## config.mk

```make
export PLATFORM = sky130hd
export DESIGN_NAME = seq_pattern_detector
export DESIGN_NICKNAME = d
export VERILOG_FILES = /design/src/rtl/seq_det_pkg.sv /design/src/rtl/sat_counter.sv /design/src/rtl/seq_pattern_detector.sv
export SDC_FILE = /design/constraint.sdc
export NUM_CORES = 1
export LEC_CHECK = 0
export BUFFER_PORTS_ARGS = -buffer_cell sky130_fd_sc_hd__clkbuf_2
export CORE_ASPECT_RATIO = 1.1
export CORE_UTILIZATION = 38
export DETAILED_ROUTE_END_ITERATION = 6
export GPL_TIMING_DRIVEN = 0
export PLACE_DENSITY = 0.67
export SYNTH_ARGS = -nofsm -noshare
export SYNTH_HDL_FRONTEND = slang
export SYNTH_SLANG_ARGS = --single-unit
export TNS_END_PERCENT = 1
```

## constraint.sdc

```tcl
create_clock -name clk -period 2.8 [get_ports clk]
set_input_delay 0.14 -clock clk [delete_from_list [all_inputs] [get_ports clk]]
set_output_delay 0.14 -clock clk [all_outputs]
set_load 0.05 [all_outputs]
```

## src/rtl/seq_det_pkg.sv

```systemverilog
// Shared constants and helpers for the serial pattern detector.
package seq_det_pkg;

  localparam logic [2:0] DEF_PAT = 3'b101;

  // Width needed to hold a match length of 0..pat_w.
  function automatic int unsigned state_w(input int unsigned pat_w);
    return $clog2(pat_w + 1);
  endfunction

  // Pattern widths the detector supports.
  function automatic bit pat_w_ok(input int unsigned pat_w);
    return (pat_w >= 2) && (pat_w <= 16);
  endfunction

  // Counter widths the detector supports.
  function automatic bit cnt_w_ok(input int unsigned cnt_w);
    return (cnt_w >= 1) && (cnt_w <= 32);
  endfunction

endpackage

```

## src/rtl/sat_counter.sv

```systemverilog
// Saturating up-counter with sticky saturation flag and synchronous clear.
module sat_counter #(
  parameter int unsigned W = 8
) (
  input  logic         clk,
  input  logic         areset_n,
  input  logic         inc,
  input  logic         clr,
  output logic [W-1:0] cnt,
  output logic         sat
);

  localparam logic [W-1:0] MAX = '1;

  // Clear wins over increment; the count stops at all-ones and latches sat.
  always_ff @(posedge clk or negedge areset_n) begin
    if (!areset_n) begin
      cnt <= '0;
      sat <= 1'b0;
    end else if (clr) begin
      cnt <= '0;
      sat <= 1'b0;
    end else if (inc && (cnt != MAX)) begin
      cnt <= cnt + W'(1);
      if (cnt == (MAX - W'(1))) sat <= 1'b1;
    end
  end

endmodule

```

## src/rtl/seq_pattern_detector.sv

```systemverilog
// Configurable Moore detector for a serial bit stream with a saturating match counter.
module seq_pattern_detector
  import seq_det_pkg::*;
#(
  parameter int unsigned       PAT_W   = 3,
  parameter int unsigned       CNT_W   = 8,
  parameter logic [PAT_W-1:0]  RST_PAT = PAT_W'(DEF_PAT),
  parameter logic              RST_OVL = 1'b1
) (
  input  logic             clk,
  input  logic             areset_n,
  input  logic             in_valid,
  input  logic             in,
  input  logic             cfg_load,
  input  logic [PAT_W-1:0] cfg_pattern,
  input  logic             cfg_overlap,
  input  logic             cnt_clr,
  output logic             match,
  output logic [CNT_W-1:0] match_cnt,
  output logic             cnt_sat
);

  localparam int unsigned      SW     = state_w(PAT_W);
  localparam int unsigned      HW     = PAT_W - 1;
  localparam logic [SW-1:0]    S_FULL = SW'(PAT_W);
  localparam logic [PAT_W-1:0] ONES   = '1;

  if (!pat_w_ok(PAT_W)) begin : g_bad_pat_w
    $error("seq_pattern_detector: PAT_W must be within 2..16");
  end
  if (!cnt_w_ok(CNT_W)) begin : g_bad_cnt_w
    $error("seq_pattern_detector: CNT_W must be within 1..32");
  end

  logic [SW-1:0]    state_q, state_d, base;
  logic [HW-1:0]    hist_q, hist_d;
  logic [PAT_W-1:0] pat_q, win, pre, msk;
  logic             ovl_q;
  logic             match_q, match_d;
  logic             inc_c;

  // State register: match length, bit history, configuration and the match flag.
  always_ff @(posedge clk or negedge areset_n) begin
    if (!areset_n) begin
      state_q <= '0;
      hist_q  <= '0;
      pat_q   <= RST_PAT;
      ovl_q   <= RST_OVL;
      match_q <= 1'b0;
    end else begin
      state_q <= state_d;
      hist_q  <= hist_d;
      match_q <= match_d;
      if (cfg_load) begin
        pat_q <= cfg_pattern;
        ovl_q <= cfg_overlap;
      end
    end
  end

  // Next state: longest pattern prefix that is a suffix of history plus the new bit.
  // Only the last `base` history bits are real (they equal the current prefix), so
  // candidate lengths are capped at base+1; this reproduces the KMP fallback.
  always_comb begin
    state_d = state_q;
    hist_d  = hist_q;
    win     = {hist_q, in};
    base    = state_q;
    pre     = '0;
    msk     = '0;
    if (!ovl_q && (state_q == S_FULL)) base = '0;
    if (cfg_load) begin
      state_d = '0;
      hist_d  = '0;
    end else if (in_valid) begin
      hist_d  = win[HW-1:0];
      state_d = '0;
      for (int unsigned k = 1; k <= PAT_W; k++) begin
        pre = pat_q >> (PAT_W - k);
        msk = ONES >> (PAT_W - k);
        if ((k <= (32'(base) + 32'd1)) && (((win ^ pre) & msk) == '0)) state_d = SW'(k);
      end
    end
  end

  // Outputs: match follows the next state; count every accepted bit that completes the pattern.
  always_comb begin
    match_d = (state_d == S_FULL);
    inc_c   = in_valid && !cfg_load && (state_d == S_FULL);
  end

  sat_counter #(.W(CNT_W)) u_cnt (
    .clk      (clk),
    .areset_n (areset_n),
    .inc      (inc_c),
    .clr      (cnt_clr),
    .cnt      (match_cnt),
    .sat      (cnt_sat)
  );

  assign match = match_q;

endmodule

```

==> flow_metrics.env <==
export IMPL_run_status="complete, no violations"
export IMPL_final_critical_period_ns=1.618
export IMPL_ys_dominant_reg_cell="sky130_fd_sc_hd__dfrtp_1"
export IMPL_crit_path_cell_trace="ha_1, a41oi_1, and3_4, mux2_4"
export IMPL_totalWireLength_mm=2.123
export IMPL_ir_drop_v=0.0003098
export IMPL_category_of_the_worst_setup_path_capture_point="flip-flop"
export IMPL_vias=890
export IMPL_floorplan_initialDensity=0.4128
export IMPL_first_global_vias=880
export IMPL_synth_cells=105
export IMPL_slew_headroom=0.7050
export IMPL_port_buffer_count=18
export IMPL_hpwlAfterDp_mm=1.588
export IMPL_fin_crit_sh=0.5779
export IMPL_largest_net_degree_at_the_start_of_global_routing=19
export IMPL_fill_cells=262
export IMPL_synth_seq_cells=18
export IMPL_crit_slowest_cell="sky130_fd_sc_hd__dfrtp_1"
export IMPL_timing_final_setup_violations=0
export IMPL_ant_nets=0
export IMPL_cts_setup_buffers=0
export IMPL_worst_path_max_fanout=8
export IMPL_fin_area_sq_um=1235
export IMPL_crit_path_start_kind="flip-flop"
export IMPL_wl_per_cell_microns=13.35
export IMPL_i_o_pin_cnt=20
export IMPL_timing_critical_path_arrival_ns=1.81
export IMPL_route_detailed_vias_per_inst=5.597
export IMPL_power_sequential_fraction=0.546
export IMPL_tritoncts="built"
export IMPL_critical_path_required_ns=2.99
export IMPL_cellPowerDensity_nw_per_um2=421.1
export IMPL_p_switching_mw=0.1318
export IMPL_yosys_warnings=0
export IMPL_critical_path_class="reg -> reg"
export IMPL_synth_area_per_cell_sq_um=10.09
export IMPL_num_nets_final=141
export IMPL_number_of_flops_mapped_to_enable_cells_by_yosys=0
export IMPL_netlist_area_leader_share=0.3542
export IMPL_leakagePower_nw=0.5361
export IMPL_antenna_found_initial=0
export IMPL_core_area_sq_um=2567
export IMPL_antenna_diode_count=0
export IMPL_timing_clock_skew_ns=0.001585
export IMPL_grt_usage=0.1678
export IMPL_cts_hold_buffers=1
export IMPL_fin_setup_tns_ns=0
export IMPL_worst_hold_path_type="in -> reg"
export IMPL_placement_rows=19
export IMPL_area_growth_synth_to_final_pct=16.53
export IMPL_final_core_util=0.4810
export IMPL_rsz_0062_raised_after_global_routing="no"
export IMPL_globalplace_congestion=0.8652
export IMPL_hold_viol=0
export IMPL_switching_share=0.2535
export IMPL_clk_path_buf_depth=2
export IMPL_drt_pass1_iterations=4
export IMPL_floorplan_die_area_sq_um=3004
export IMPL_cts_sinks=18
export IMPL_max_freq_ghz=0.6180
export IMPL_yosysUniqueCellTypes=37
export IMPL_synthesized_net_count=117
export IMPL_post_route_drc_count=0
export IMPL_source_to_sink_clock_delay_at_the_later_pin_of_the_worst_skew_pair_ns=0.29
export IMPL_postSynth_asyncResetShare=1.000
export IMPL_yosys_area_top_type="sky130_fd_sc_hd__dfrtp_1"
export IMPL_maxSlewViolCount=0
export IMPL_overflow=0
export IMPL_comb_power_share=0.139
export IMPL_netlist_top_cells_count="sky130_fd_sc_hd__dfrtp_1, sky130_fd_sc_hd__nor2_1, sky130_fd_sc_hd__nand2_1, sky130_fd_sc_hd__xnor2_1"
export IMPL_cap_viol_max_count=0
export IMPL_tritoncts_num_buffers=3
export IMPL_tightest_slew_ns=0.4425
export IMPL_root_buffer_cell="sky130_fd_sc_hd__clkbuf_4"
export IMPL_floorplan_die_width_microns=52.35
export IMPL_cts_htree_levels=1
export IMPL_drive_gt1_frac=0.2969
export IMPL_power_report_internal_total_mw=0.3882
export IMPL_synth_seq_area_share=0.4286
export IMPL_die_h_microns=57.39
export IMPL_first_pass_grt_wire_length_mm=3.774
export IMPL_drt_iter0_markers=14
export IMPL_critical_path_max_stage_delay_ns=0.45
export IMPL_synth_area_leaders="sky130_fd_sc_hd__dfrtp_1, sky130_fd_sc_hd__dfstp_2, sky130_fd_sc_hd__xnor2_1"
export IMPL_yosys_cell_count_top_type="sky130_fd_sc_hd__dfrtp_1"
export IMPL_cts_resized=0
export IMPL_clkPwrFrac=0.315
export IMPL_cts_reportedPaths_clkPinSlew_ns=0.11
export IMPL_syn_cell_area_sq_um=1060
export IMPL_detailed_place_area_sq_um=1189
## layout make-up
type                    count  area [sq um]  area share
plain buffers               5         32.53     0.02634
clock buffers               4         36.28     0.02938
inverters                   4         15.01     0.01216
multi-input cells          78         558.0      0.4519
flip-flops and latches     18         454.2      0.3678
well taps                  31         38.79     0.03141
repair buffers             19         100.1     0.08105
## sequential cells by signal, indices dropped and copies added, names as in the netlist
name,flops
u_cnt.cnt,8
state_q,2
u_cnt.sat,1
match,1
pat_q,3
ovl_q,1
hist_q,2
## logic make-up after synthesis
family / Yosys count / synth area share
and+or+nand+nor: 42 / 0.2208
DFF: 18 / 0.4286
xor gates and xnor gates: 6 / 0.04959
AOI/OAI and AO/OA: 20 / 0.1464
adders and majority gates: 2 / 0.02361
muxes: 8 / 0.08618
buffers and inverters: 9 / 0.04486
## cell usage in the layout (no fill, tap or decap), types with 2 or more instances in the layout
master	instances
sky130_fd_sc_hd__clkbuf_2	18
sky130_fd_sc_hd__dfrtp_1	15
sky130_fd_sc_hd__nor2_1	11
sky130_fd_sc_hd__xnor2_1	6
sky130_fd_sc_hd__nand2_1	6
sky130_fd_sc_hd__nand3_1	5
sky130_fd_sc_hd__a21oi_1	5
sky130_fd_sc_hd__inv_1	4
sky130_fd_sc_hd__and3_1	4
sky130_fd_sc_hd__a311oi_1	4
sky130_fd_sc_hd__a41oi_1	4
sky130_fd_sc_hd__mux2_2	4
sky130_fd_sc_hd__nand2b_1	3
sky130_fd_sc_hd__clkbuf_4	3
sky130_fd_sc_hd__dfstp_2	3
sky130_fd_sc_hd__buf_2	2
sky130_fd_sc_hd__nand3b_1	2
sky130_fd_sc_hd__mux2i_1	2
sky130_fd_sc_hd__nand4_1	2
sky130_fd_sc_hd__nor2b_1	2
sky130_fd_sc_hd__a31oi_1	2
sky130_fd_sc_hd__ha_1	2
## per-layer routing
metal | wire length [microns] | GRT usage | up-vias
li1 | - | - | 429
met1 | 948 | 0.2037 | 429
met2 | 1035 | 0.2821 | 27
met3 | 103 | 0.03467 | 5
met4 | 34 | 0.07143 | 0
met5 | 0 | 0 | -
## critical path, delay by kind of cell (launching register included)
kind / cells / cell delay, ns
flip-flops: 1 / 0.45
multiplexers: 1 / 0.29
adder cells (fa/ha/maj): 1 / 0.31
AO/OA/AOI/OAI: 1 / 0.24
AND/OR/NAND/NOR: 1 / 0.23
## through the flow
stage / setup slack (ns) / power (mW) / hold WS [ns] / std cells
2_1_floorplan: 1.003 / 0.3385 / -0.1556 / 105
3_3_place_gp: 1.199 / 0.3591 / 0.1055 / 154
3_5_place_dp: 1.186 / 0.3614 / 0.1106 / 154
4_1_cts: 1.168 / 0.5287 / 0.06220 / 159
5_1_grt: 1.065 / 0.5509 / 0.04990 / 159
6_report: 1.182 / 0.5200 / 0.06993 / 159
## path summary, 6_finish.rpt
check / startpoint / to / slack (ns) / depth (start not counted)
setup / recovery: u_cnt.cnt[0] / u_cnt.cnt[0] / 1.18 / 4
hold / removal: cfg_pattern[1] / pat_q[1] / 0.07 / 2
setup reg to reg: u_cnt.cnt[0] / u_cnt.cnt[0] / 1.18 / 4
hold reg to reg: u_cnt.sat / u_cnt.sat / 0.53 / 2
max in group asynchronous: areset_n / pat_q[0] / 2.16 / 2
min in group asynchronous: areset_n / u_cnt.cnt[7] / 0.30 / 2
## power by group through the flow
stage	clock network [mW]	logic [mW]	registers (mW)
floorplan	0	0.0507	0.288
global placement	0	0.0711	0.288
detailed placement	0	0.0725	0.289
CTS	0.171	0.0736	0.284
global route	0.184	0.0810	0.286
finish	0.164	0.0723	0.284
No activity file was read; power rests on OpenSTA's default activity.
